`config.mk`:
```
export PLATFORM = sky130hd
export DESIGN_NAME = mipi_csi_packet_decoder_flat
export DESIGN_NICKNAME = d
export VERILOG_FILES = /design/src/rtl/mipi_csi_pkg.sv /design/src/rtl/mipi_csi_packet_decoder_if.sv /design/src/rtl/mipi_csi_ecc_check.sv /design/src/rtl/mipi_csi_packet_decoder.sv /design/src/flat_wrapper.sv
export SDC_FILE = /design/constraint.sdc
export NUM_CORES = 1
export LEC_CHECK = 0
export CORE_MARGIN = 1
export CORE_UTILIZATION = 51
export CTS_CLUSTER_DIAMETER = 150
export CTS_CLUSTER_SIZE = 12
export DETAILED_ROUTE_END_ITERATION = 10
export PLACE_DENSITY = 0.92
export SLEW_MARGIN = 5
export SYNTH_ARGS = -nofsm -noshare
export SYNTH_HDL_FRONTEND = slang
export SYNTH_SLANG_ARGS = --single-unit
```
`constraint.sdc`:
```
create_clock -name clk_i -period 4.1 [get_ports clk_i]
set_input_delay 1.23 -clock clk_i [delete_from_list [all_inputs] [get_ports clk_i]]
set_output_delay 1.23 -clock clk_i [all_outputs]
set_load 0.005 [all_outputs]
```
`src/rtl/mipi_csi_pkg.sv`:
```
// mipi_csi_pkg: shared CSI-2 packet constants, ECC parity masks and decoder state encoding
package mipi_csi_pkg;
  localparam logic [5:0] DT_FS       = 6'h00;
  localparam logic [5:0] DT_FE       = 6'h01;
  localparam logic [5:0] DT_LS       = 6'h02;
  localparam logic [5:0] DT_LE       = 6'h03;
  localparam logic [5:0] DT_RAW8     = 6'h2A;
  localparam logic [5:0] DT_RAW10    = 6'h2B;
  localparam logic [5:0] DT_LONG_MIN = 6'h10;
  // Row i selects the header bits whose XOR forms parity bit P[i].
  localparam logic [23:0] ECC_MASK [6] = '{
    24'hF12CB7, 24'hF2555B, 24'h749A6D, 24'hB8E38E, 24'hDF03F0, 24'hEFFC00
  };
  typedef enum logic [1:0] {S_IDLE, S_PAYLOAD, S_DRAIN} state_e;
endpackage

```
`src/rtl/mipi_csi_packet_decoder_if.sv`:
```
// mipi_csi_packet_decoder_if: lane-merged input stream plus decoded payload/strobe outputs
//   master: drives data_valid_i/data_i, observes the decoder outputs
//   slave : the decoder side
interface mipi_csi_packet_decoder_if;
  logic        data_valid_i;
  logic [31:0] data_i;
  logic        output_valid_o;
  logic [31:0] output_o;
  logic        output_last_o;
  logic        frame_start_o;
  logic        frame_end_o;
  logic        line_start_o;
  logic        line_end_o;
  logic [15:0] word_count_o;
  logic        ecc_error_o;
  logic        packet_error_o;
  modport master (
    output data_valid_i, data_i,
    input  output_valid_o, output_o, output_last_o, frame_start_o, frame_end_o,
           line_start_o, line_end_o, word_count_o, ecc_error_o, packet_error_o
  );
  modport slave (
    input  data_valid_i, data_i,
    output output_valid_o, output_o, output_last_o, frame_start_o, frame_end_o,
           line_start_o, line_end_o, word_count_o, ecc_error_o, packet_error_o
  );
endinterface

```
`src/rtl/mipi_csi_ecc_check.sv`:
```
// mipi_csi_ecc_check: combinational CSI-2 6-bit Hamming parity of a 24-bit packet header
//   hdr_i: {WC[15:0], DI[7:0]}
//   ecc_o: expected ECC byte bits [5:0]
module mipi_csi_ecc_check
  import mipi_csi_pkg::*;
(
  input  logic [23:0] hdr_i,
  output logic [5:0]  ecc_o
);
  for (genvar i = 0; i < 6; i++) begin : g_p
    assign ecc_o[i] = ^(hdr_i & ECC_MASK[i]);
  end
endmodule

```
`src/rtl/mipi_csi_packet_decoder.sv`:
```
// mipi_csi_packet_decoder: CSI-2 header parse/ECC check, forwards matching long-packet payload
//   clk_i, reset_i: byte clock, synchronous active-high reset
//   bus (slave)   : data_valid_i/data_i in; payload word, last, FS/FE/LS/LE strobes,
//                   word count, ECC and truncation error pulses out (all registered)
module mipi_csi_packet_decoder
  import mipi_csi_pkg::*;
#(
  parameter logic [5:0] ACCEPT_DT = DT_RAW10,
  parameter logic [1:0] ACCEPT_VC = 2'd0
) (
  input logic clk_i,
  input logic reset_i,
  mipi_csi_packet_decoder_if.slave bus
);
  state_e      state_q, state_d;
  logic [14:0] cnt_q, cnt_d;
  logic        out_valid_q, out_valid_d, last_q, last_d;
  logic        fs_q, fs_d, fe_q, fe_d, ls_q, ls_d, le_q, le_d;
  logic        ecc_err_q, ecc_err_d, perr_q, perr_d;
  logic [31:0] out_q, out_d;
  logic [15:0] wc_q, wc_d;
  logic [5:0]  ecc_calc, dt;
  logic [1:0]  vc;
  logic [15:0] wc;
  logic        valid, is_hdr, in_payload, hdr_ok, take_long, short_ok;
  assign valid      = bus.data_valid_i;
  assign dt         = bus.data_i[5:0];
  assign vc         = bus.data_i[7:6];
  assign wc         = bus.data_i[23:8];
  assign is_hdr     = state_q == S_IDLE && valid;
  assign in_payload = state_q == S_PAYLOAD;
  assign hdr_ok     = ecc_calc == bus.data_i[29:24] && vc == ACCEPT_VC;
  assign take_long  = hdr_ok && dt == ACCEPT_DT && wc != 16'd0;
  assign short_ok   = is_hdr && hdr_ok && dt < DT_LONG_MIN;
  mipi_csi_ecc_check u_ecc (
    .hdr_i (bus.data_i[23:0]),
    .ecc_o (ecc_calc)
  );
  always_ff @(posedge clk_i) begin
    if (reset_i) begin
      state_q     <= S_IDLE;
      cnt_q       <= '0;
      out_valid_q <= 1'b0;
      out_q       <= '0;
      last_q      <= 1'b0;
      fs_q        <= 1'b0;
      fe_q        <= 1'b0;
      ls_q        <= 1'b0;
      le_q        <= 1'b0;
      wc_q        <= '0;
      ecc_err_q   <= 1'b0;
      perr_q      <= 1'b0;
    end else begin
      state_q     <= state_d;
      cnt_q       <= cnt_d;
      out_valid_q <= out_valid_d;
      out_q       <= out_d;
      last_q      <= last_d;
      fs_q        <= fs_d;
      fe_q        <= fe_d;
      ls_q        <= ls_d;
      le_q        <= le_d;
      wc_q        <= wc_d;
      ecc_err_q   <= ecc_err_d;
      perr_q      <= perr_d;
    end
  end
  // Every header that is not an accepted long packet (bad ECC, short, foreign VC/DT, WC=0)
  // parks in DRAIN so the rest of its burst is swallowed.
  always_comb begin
    state_d = state_q == S_IDLE    ? (valid ? (take_long ? S_PAYLOAD : S_DRAIN) : S_IDLE)
            : state_q == S_PAYLOAD ? (!valid ? S_IDLE : cnt_q == 15'd1 ? S_DRAIN : S_PAYLOAD)
            : (valid ? S_DRAIN : S_IDLE);
    cnt_d   = is_hdr && take_long ? 15'((17'(wc) + 17'd3) >> 2)
            : in_payload && valid ? cnt_q - 15'd1 : cnt_q;
  end
  always_comb begin
    out_valid_d = in_payload && valid;
    out_d       = in_payload && valid ? bus.data_i : out_q;
    last_d      = in_payload && valid && cnt_q == 15'd1;
    fs_d        = short_ok && dt == DT_FS;
    fe_d        = short_ok && dt == DT_FE;
    ls_d        = short_ok && dt == DT_LS;
    le_d        = short_ok && dt == DT_LE;
    wc_d        = is_hdr && take_long ? wc : wc_q;
    ecc_err_d   = is_hdr && ecc_calc != bus.data_i[29:24];
    perr_d      = in_payload && !valid;
  end
  assign bus.output_valid_o = out_valid_q;
  assign bus.output_o       = out_q;
  assign bus.output_last_o  = last_q;
  assign bus.frame_start_o  = fs_q;
  assign bus.frame_end_o    = fe_q;
  assign bus.line_start_o   = ls_q;
  assign bus.line_end_o     = le_q;
  assign bus.word_count_o   = wc_q;
  assign bus.ecc_error_o    = ecc_err_q;
  assign bus.packet_error_o = perr_q;
endmodule

```
`src/flat_wrapper.sv`:
```
// flat-port wrapper written by rule: the top's interface ports become plain ports
module mipi_csi_packet_decoder_flat import mipi_csi_pkg::*;
#(
  parameter logic [5:0] ACCEPT_DT = DT_RAW10,
  parameter logic [1:0] ACCEPT_VC = 2'd0
)
  (clk_i, reset_i, bus_data_valid_i, bus_data_i, bus_output_valid_o, bus_output_o, bus_output_last_o, bus_frame_start_o, bus_frame_end_o, bus_line_start_o, bus_line_end_o, bus_word_count_o, bus_ecc_error_o, bus_packet_error_o);
  mipi_csi_packet_decoder_if bus_i ();
  input logic clk_i;
  input logic reset_i;
  input wire logic [$bits(bus_i.data_valid_i)-1:0] bus_data_valid_i;
  input wire logic [$bits(bus_i.data_i)-1:0] bus_data_i;
  output wire logic [$bits(bus_i.output_valid_o)-1:0] bus_output_valid_o;
  output wire logic [$bits(bus_i.output_o)-1:0] bus_output_o;
  output wire logic [$bits(bus_i.output_last_o)-1:0] bus_output_last_o;
  output wire logic [$bits(bus_i.frame_start_o)-1:0] bus_frame_start_o;
  output wire logic [$bits(bus_i.frame_end_o)-1:0] bus_frame_end_o;
  output wire logic [$bits(bus_i.line_start_o)-1:0] bus_line_start_o;
  output wire logic [$bits(bus_i.line_end_o)-1:0] bus_line_end_o;
  output wire logic [$bits(bus_i.word_count_o)-1:0] bus_word_count_o;
  output wire logic [$bits(bus_i.ecc_error_o)-1:0] bus_ecc_error_o;
  output wire logic [$bits(bus_i.packet_error_o)-1:0] bus_packet_error_o;
  assign bus_i.data_valid_i = bus_data_valid_i;
  assign bus_i.data_i = bus_data_i;
  assign bus_output_valid_o = bus_i.output_valid_o;
  assign bus_output_o = bus_i.output_o;
  assign bus_output_last_o = bus_i.output_last_o;
  assign bus_frame_start_o = bus_i.frame_start_o;
  assign bus_frame_end_o = bus_i.frame_end_o;
  assign bus_line_start_o = bus_i.line_start_o;
  assign bus_line_end_o = bus_i.line_end_o;
  assign bus_word_count_o = bus_i.word_count_o;
  assign bus_ecc_error_o = bus_i.ecc_error_o;
  assign bus_packet_error_o = bus_i.packet_error_o;
  mipi_csi_packet_decoder #(.ACCEPT_DT(ACCEPT_DT), .ACCEPT_VC(ACCEPT_VC)) u_core (.clk_i(clk_i), .reset_i(reset_i), .bus(bus_i));
endmodule
```
==> results.txt, run 1 <==
Comb pwr share = 0.237
Total GRT Usage = 0.284
Total grt overflow = 0
XOR/XNOR Fraction of Synth Area = 0.154
Mapped Cells = 481
Crit-path max FO = 17
Sequential cell area = 1460 um2
Netlist cell types = 48
Post-cts hold buffer count = 0
Post-synth EDFFs = 0
Final nets = 647
LEAKAGE = 2.10 nW
Seq/Total Area, Yosys = 0.356
Post-place setup slack = 9.72 ps
Clock Pin Slew Worst Setup and Hold Paths = 70 ps
Root buf cell = clkbuf_8
Status = finished clean
RSZ-0062 raised after global routing = false
CTS HTree Levels = 3
Clock power share = 0.354
Synth Register Bits = 73
Pwr dens = 318 nW/um2
Final Hold Vio Count = 0
Routed wire length per instance = 16.6 um
Largest cells by area after synthesis = dfxtp_1 36%, xnor2_1 8.3%, ha_1 7.9%
CP Data Required Time = 4370 ps
Net Sw Power = 494 uW
Vias in the first global route = 3796
P_int = 1.24 mW
Crit path launch type = primary input
Area share of fa/ha/maj cells after synthesis = 0.0793
Critical path cell sequence = clkdlybuf4s50_1, inv_1, ha_1, xor2_1, xnor3_1, or3_4, a21oi_2, buf_4, nand3_1, a21oi_1
Met2 routed WL = 5540 um
Max Cap Viol = 0
Vias/cell = 5.62
First-pass GRT wire length = 18700 um
Num rows = 32
Critical Path AT = 4100 ps
Die H = 91.7 um
Non-Filler Instances = 693
Sink Count = 73
Die Wd = 91.7 um
Tcrit/Tclk final = 0.934
Relative slew slack = 0.435
Element type at the critical path end = register
F_max = 261 MHz
Top_reg_cell synth = dfxtp_1
Mux cell area share after synthesis = 0
Antenna-violating nets left = 0
Met1 WL = 4790 um
Initial Util = 0.528
Crit path max-delay family = buffers and inverters
Synth Area in Compound Gates = 0.146
Avg Inst Size Synth = 8.52 um2
Syn. warnings = 0
Routed wl met3 = 781 um
Clock latency on the worst-skew pair = 350 ps
TritonCTS clock tree = built
Simple-Gate Fraction of Synth Area = 0.200
R2R Setup Slk = 1930 ps
Area of the multi-input gates = 2380 um2
Share of the synthesized area in the top cell type = 0.356
Switching part of the total = 0.284
# fillers = 599
Crit path largest cell delay = 510 ps
Slowest cell on crit path = clkdlybuf4s50_1
Mapped Nets = 542
Top sig layer = met4
Ant diodes = 0
Core area = 7770 um2
Placed cells = 677
Buf/Inv on CP = 3
Hold slack = 458 ps
Initial antenna violation count = 0
Detail Placement HPWL = 8420 um
Die area = 8400 um2
Post-route DRC = 0
Hold Path Class = register to register
Vias = 3892
Clk buf depth = 2
Post-synth top area cell = dfxtp_1
Ratio of cells with drive above 1 in the final layout = 0.105
TritonRoute pass-1 iters = 6
Most numerous cell in the Yosys netlist = nand2_1
Syn-to-layout area delta = 33.0%
# port buffers = 90
Top Ports = 91
Pin count of the biggest net entering global routing = 65
Slew Viols, Final = 0
Final setup viols = 0
GP Congestion = 0.922
First DRT Iteration DRCs = 237
TNS Setup = 0 ps
Post-synth top cells = 78 x nand2_1, 73 x dfxtp_1, 54 x a21oi_1
Synthesized area = 4100 um2
Asr flop ratio synth = 0
Setup WS post-layout = 271 ps
Final WL = 11500 um
Clock Skew = 10.4 ps
Crit path time final = 3830 ps
CTS Buf Count = 9
Critical path class = primary input to register
Slew @ Worst Pin = 840 ps
Postcts setup bufs = 0
Largest family of logic cells by synthesized area = simple AND/OR/NAND/NOR gates
Seq pwr share = 0.409
VDD IR-drop max = 0.273 mV
Cts repair resizes = 0
-- worst paths after layout --
| check | endpoint | start | cells past startpoint |
|---|---|---|---|
| setup / recovery | u_core.bus.word_count_o[13] | bus_data_i[22] | 10 |
| hold / removal | u_core.bus.output_o[27] | u_core.bus.output_o[27] | 2 |
| setup reg to reg | u_core.cnt_q[14] | u_core.cnt_q[2] | 5 |
| hold reg to reg | u_core.bus.output_o[27] | u_core.bus.output_o[27] | 2 |
-- cell families after synthesis --
kind of cell,count (synthesis)
flops,73
compound gates,100
simple gates,170
xor+xnor,55
buf+inv,57
fa+ha+maj,26
-- final cells by class --
class | count | area share
Sequential cell | 73 | 0.268
Clock inverter | 7 | 0.0174
Clock buffer | 9 | 0.0227
Tap cell | 102 | 0.0234
Timing Repair Buffer | 122 | 0.213
Inverter | 29 | 0.0200
Multi-Input combinational cell | 351 | 0.436
-- power by group through the flow --
stage | Clock (mW) | Combinational (mW) | Sequential [mW]
2_1_floorplan | 0 | 0.266 | 0.727
3_3_place_gp | 0 | 0.395 | 0.727
6_report | 0.615 | 0.412 | 0.710
5_1_grt | 0.658 | 0.435 | 0.710
3_5_place_dp | 0 | 0.401 | 0.727
4_1_cts | 0.621 | 0.406 | 0.710
-- cell usage in the layout, fill, tap and decap left out, drive strengths merged, types with 3 or more instances in the layout --
cell           instances
clkdlybuf4s50         89
nand2                 78
dfxtp                 73
a21oi                 55
xnor2                 39
buf                   33
inv                   29
ha                    26
nand3                 26
o21ai                 18
nor3                  15
nor2                  14
xnor3                 11
a211oi                10
clkbuf                 9
nand4                  8
and2                   7
nor4                   6
xor2                   5
or2                    4
clkinv                 4
and3                   3
or3                    3
o31ai                  3
-- stage by stage --
step / instance area (um2) / total power [mW] / util
finish: 5460 / 1.74 / 0.702
global route: 5460 / 1.80 / 0.702
CTS: 5460 / 1.74 / 0.702
detailed placement: 5240 / 1.13 / 0.674
global placement: 5240 / 1.12 / 0.674
floorplan: 4100 / 0.993 / -
-- registers in the layout, indices dropped and copies added (netlist names) --
signal	flops
u_core.bus.output_o	32
u_core.bus.word_count_o	16
u_core.cnt_q	15
u_core.state_q	2
u_core.bus.ecc_error_o	1
u_core.bus.frame_end_o	1
u_core.bus.frame_start_o	1
u_core.bus.line_end_o	1
u_core.bus.line_start_o	1
u_core.bus.output_last_o	1
u_core.bus.output_valid_o	1
u_core.bus.packet_error_o	1
-- routing by layer --
metal  track usage  vias to the layer above
met3        0.0531                       34
met5             0                        -
met1         0.357                     1805
met4         0.127                        0
met2         0.472                      203
li1              -                     1850
-- worst register-to-register path: stages (launching register included) --
cell	delay, ps
dfxtp_1	340
nor4_1	750
nand3_1	320
o31ai_1	290
a21oi_1	70
o31a_1	300
Power figures use the tool's default switching activity.
==> run 2, diff against run 1 <==
--- a/config.mk
+++ b/config.mk
@@ -6,12 +6,13 @@
 export NUM_CORES = 1
 export LEC_CHECK = 0
 export CORE_MARGIN = 1
-export CORE_UTILIZATION = 51
+export CORE_UTILIZATION = 50
 export CTS_CLUSTER_DIAMETER = 150
-export CTS_CLUSTER_SIZE = 12
 export DETAILED_ROUTE_END_ITERATION = 10
-export PLACE_DENSITY = 0.92
+export PLACE_DENSITY = 0.91
+export SETUP_SLACK_MARGIN = 0.15
 export SLEW_MARGIN = 5
 export SYNTH_ARGS = -nofsm -noshare
 export SYNTH_HDL_FRONTEND = slang
+export SYNTH_HIERARCHICAL = 1
 export SYNTH_SLANG_ARGS = --single-unit
==> run 2 against run 1 <==
Against the previous run: cell area rose by 1.7%; maximum frequency fell by 3.1%; combinational power rose by 1%; via count rose by 4.1%; power rose by 7.0%; register-to-register slack got worse by 100 ps; global-route usage rose by 3.9 points; synthesized cell count fell by 7.9%; first-iteration DRC count rose by 97%; critical path type unchanged; largest cell class unchanged; highest routed layer unchanged.
==> results.txt, run 2 <==
Most numerous cell in the Yosys netlist = nand2_1
Seq/Total Area, Yosys = 0.386 (+0.0294)
Top_reg_cell synth = dfxtp_1
Vias in the first global route = 3777 (-0.50%)
Status = finished clean
Vias/cell = 5.99 (+6.7%)
Post-place setup slack = -435 ps (-445 ps)
Core area = 7290 um2 (-6.1%)
Initial Util = 0.519 (-0.00848)
Largest cells by area after synthesis = dfxtp_1 39%, nand2_1 11%, xnor2_1 8.8%
Ratio of cells with drive above 1 in the final layout = 0.163 (+0.0580)
Die Wd = 89.0 um (-2.9%)
First-pass GRT wire length = 19000 um (+1.6%)
Max FFs per register = 32 (unchanged)
Antenna-violating nets left = 0 (unchanged)
Slew Viols, Final = 0 (unchanged)
Relative slew slack = 0.559 (+0.124)
TritonRoute pass-1 iters = 5 (-1)
Total GRT Usage = 0.323 (+0.0393)
Setup WS post-layout = 149 ps (-123 ps)
GP Congestion = 0.994 (+7.8%)
Mapped Cells = 443 (-7.9%)
Routed wire length per instance = 19.9 um (+19%)
Die H = 89.0 um (-2.9%)
Synthesized area = 3790 um2 (-7.6%)
RSZ-0062 raised after global routing = false
Die area = 7930 um2 (-5.7%)
Clock Skew = 20.3 ps (+9.84 ps)
Initial antenna violation count = 0 (unchanged)
Asr flop ratio synth = 0 (unchanged)
Hold Path Class = register to register
TritonCTS clock tree = built
Clk buf depth = 2 (unchanged)
Total grt overflow = 0 (unchanged)
Detail Placement HPWL = 8500 um (+0.99%)
Critical Path AT = 4180 ps (+80 ps)
Root buf cell = clkbuf_8
# port buffers = 90 (unchanged)
Pin count of the biggest net entering global routing = 42 (-35%)
Share of the synthesized area in the top cell type = 0.386 (+0.0294)
F_max = 253 MHz (-3.1%)
CP Data Required Time = 4330 ps (-40 ps)
First DRT Iteration DRCs = 466 (+97%)
Final nets = 609 (-5.9%)
Post-synth EDFFs = 0 (unchanged)
Final WL = 13400 um (+16%)
Most common cell after layout, fill and taps aside = nand2_1
Final Hold Vio Count = 0 (unchanged)
Crit path time final = 3950 ps (+123 ps)
Post-synth top area cell = dfxtp_1
Final setup viols = 0 (unchanged)
Avg Inst Size Synth = 8.55 um2 (+0.29%)
Crit-path max FO = 6 (-11)
Max Cap Viol = 0 (unchanged)
Sink Count = 73 (unchanged)
Syn-to-layout area delta = 46.5%
Post-route DRC = 0 (unchanged)
Syn. warnings = 6 (+6)
Mapped Nets = 480 (-11%)
Element type at the critical path end = register
Netlist cell types = 47 (-2.1%)
Vias = 4051 (+4.1%)
R2R depth = 7 (+2)
Slew @ Worst Pin = 656 ps (-184 ps)
Top Ports = 91 (unchanged)
Critical path class = primary input to register
Placed instance area = 5030 um2 (-3.9%)
Most frequent cells in the layout = 107 x nand2_1, 74 x clkdlybuf4s50_1, 73 x dfxtp_1, 52 x a21oi_1, 42 x buf_4
Ant diodes = 0 (unchanged)
Crit path launch type = primary input
Synth Register Bits = 73 (unchanged)
CTS HTree Levels = 3 (unchanged)
Tcrit/Tclk final = 0.964 (+0.0299)
CTS Buf Count = 9 (unchanged)
Fin area = 5550 um2 (+1.7%)
Num rows = 31 (-3.1%)
Pwr dens = 335 nW/um2 (+5.2%)
Post-synth top cells = 107 x nand2_1, 73 x dfxtp_1, 52 x a21oi_1
LEAKAGE = 2.17 nW (+3.5%)
Clock latency on the worst-skew pair = 380 ps (+30 ps)
VDD IR-drop max = 0.209 mV (-23%)
Clock Pin Slew Worst Setup and Hold Paths = 80 ps (about the same)
Depth of the worst hold-timing path = 2 (unchanged)
[run 2: cell types whose count changed after synthesis, moves of 3 or more]
cell and change:
and2_1 -6, o211a_1 +5, clkbuf_1 +3, inv_1 -23
buf_4 -3, a211oi_1 -4, nor4_1 +10, o311ai_0 +3
ha_1 -24, nand2_1 +29, nand3_1 -17, xor2_1 +15
or2_2 -3, o21ai_0 -16
[run 2: timing repair]
item	4_1_cts	5_1_grt
pin swaps	6	22
resized for setup	16	27
endpoints found under the setup margin	31	31
setup buffers	2	4
hold buffers	0	0
cloned	3	2
[run 2: worst paths after layout]
kind / startpoint / endpoint / slack [ps]
max reg2reg: u_core/cnt_q[0] / u_core/cnt_q[14] / 1830
min reg2reg: u_core/bus.output_o[3] / u_core/bus.output_o[3] / 460
max: bus_data_i[17] / u_core/bus.word_count_o[13] / 150
min: u_core/bus.output_o[3] / u_core/bus.output_o[3] / 460
[run 2: cells by family after synthesis]
family / synth area share
adder cells (fa/ha/maj): 0.00661
buffers and inverters: 0.0386
flip-flops: 0.386
AND/OR/NAND/NOR: 0.247
XOR/XNOR: 0.201
AO/OA/AOI/OAI: 0.119
multiplexers: 0.00264
[run 2: layout make-up]
cell class	instances	area, um2
timing repair buffer	141	1370
sequential	73	1460
inverter	6	22.5
multi-input combinational	341	2320
clock buffer	12	155
fill	498	1740
tap	99	124
clock inverter	4	98.8
[run 2: worst max-delay path, cell delays in order]
cell and delay (ps):
clkdlybuf4s50_1 460, xnor2_1 240, xnor2_1 170, buf_4 170, xnor3_1 300, xor2_1 180, or3b_4 450, or4b_4 610
clkbuf_16 200, nand2_1 70, a21oi_1 80
[run 2: metal layers]
metal	track usage	wire length (um)	vias to the layer above
met2	0.550	6670	257
met5	0	0	-
met4	0.159	590	0
li1	-	-	1804
met3	0.0720	1150	68
met1	0.387	5020	1922
[run 2: stage by stage]
stage | total power [mW] | TNS [ps] | hold slack, ps | util | cells
finish | 1.86 | 0 | 457 | 0.761 | 676
global route | 1.90 | 0 | 481 | 0.761 | 676
CTS | 1.81 | 0 | 461 | 0.738 | 670
detailed placement | 1.08 | -11470 | 450 | 0.690 | 649
global placement | 1.08 | -11020 | 443 | 0.690 | 649
floorplan | 0.950 | 0 | 440 | - | 443
[run 2: where the power goes]
| part | switching (mW) | internal (mW) |
|---|---|---|
| registers | 0.00176 | 0.710 |
| logic | 0.190 | 0.227 |
| clock network | 0.291 | 0.439 |
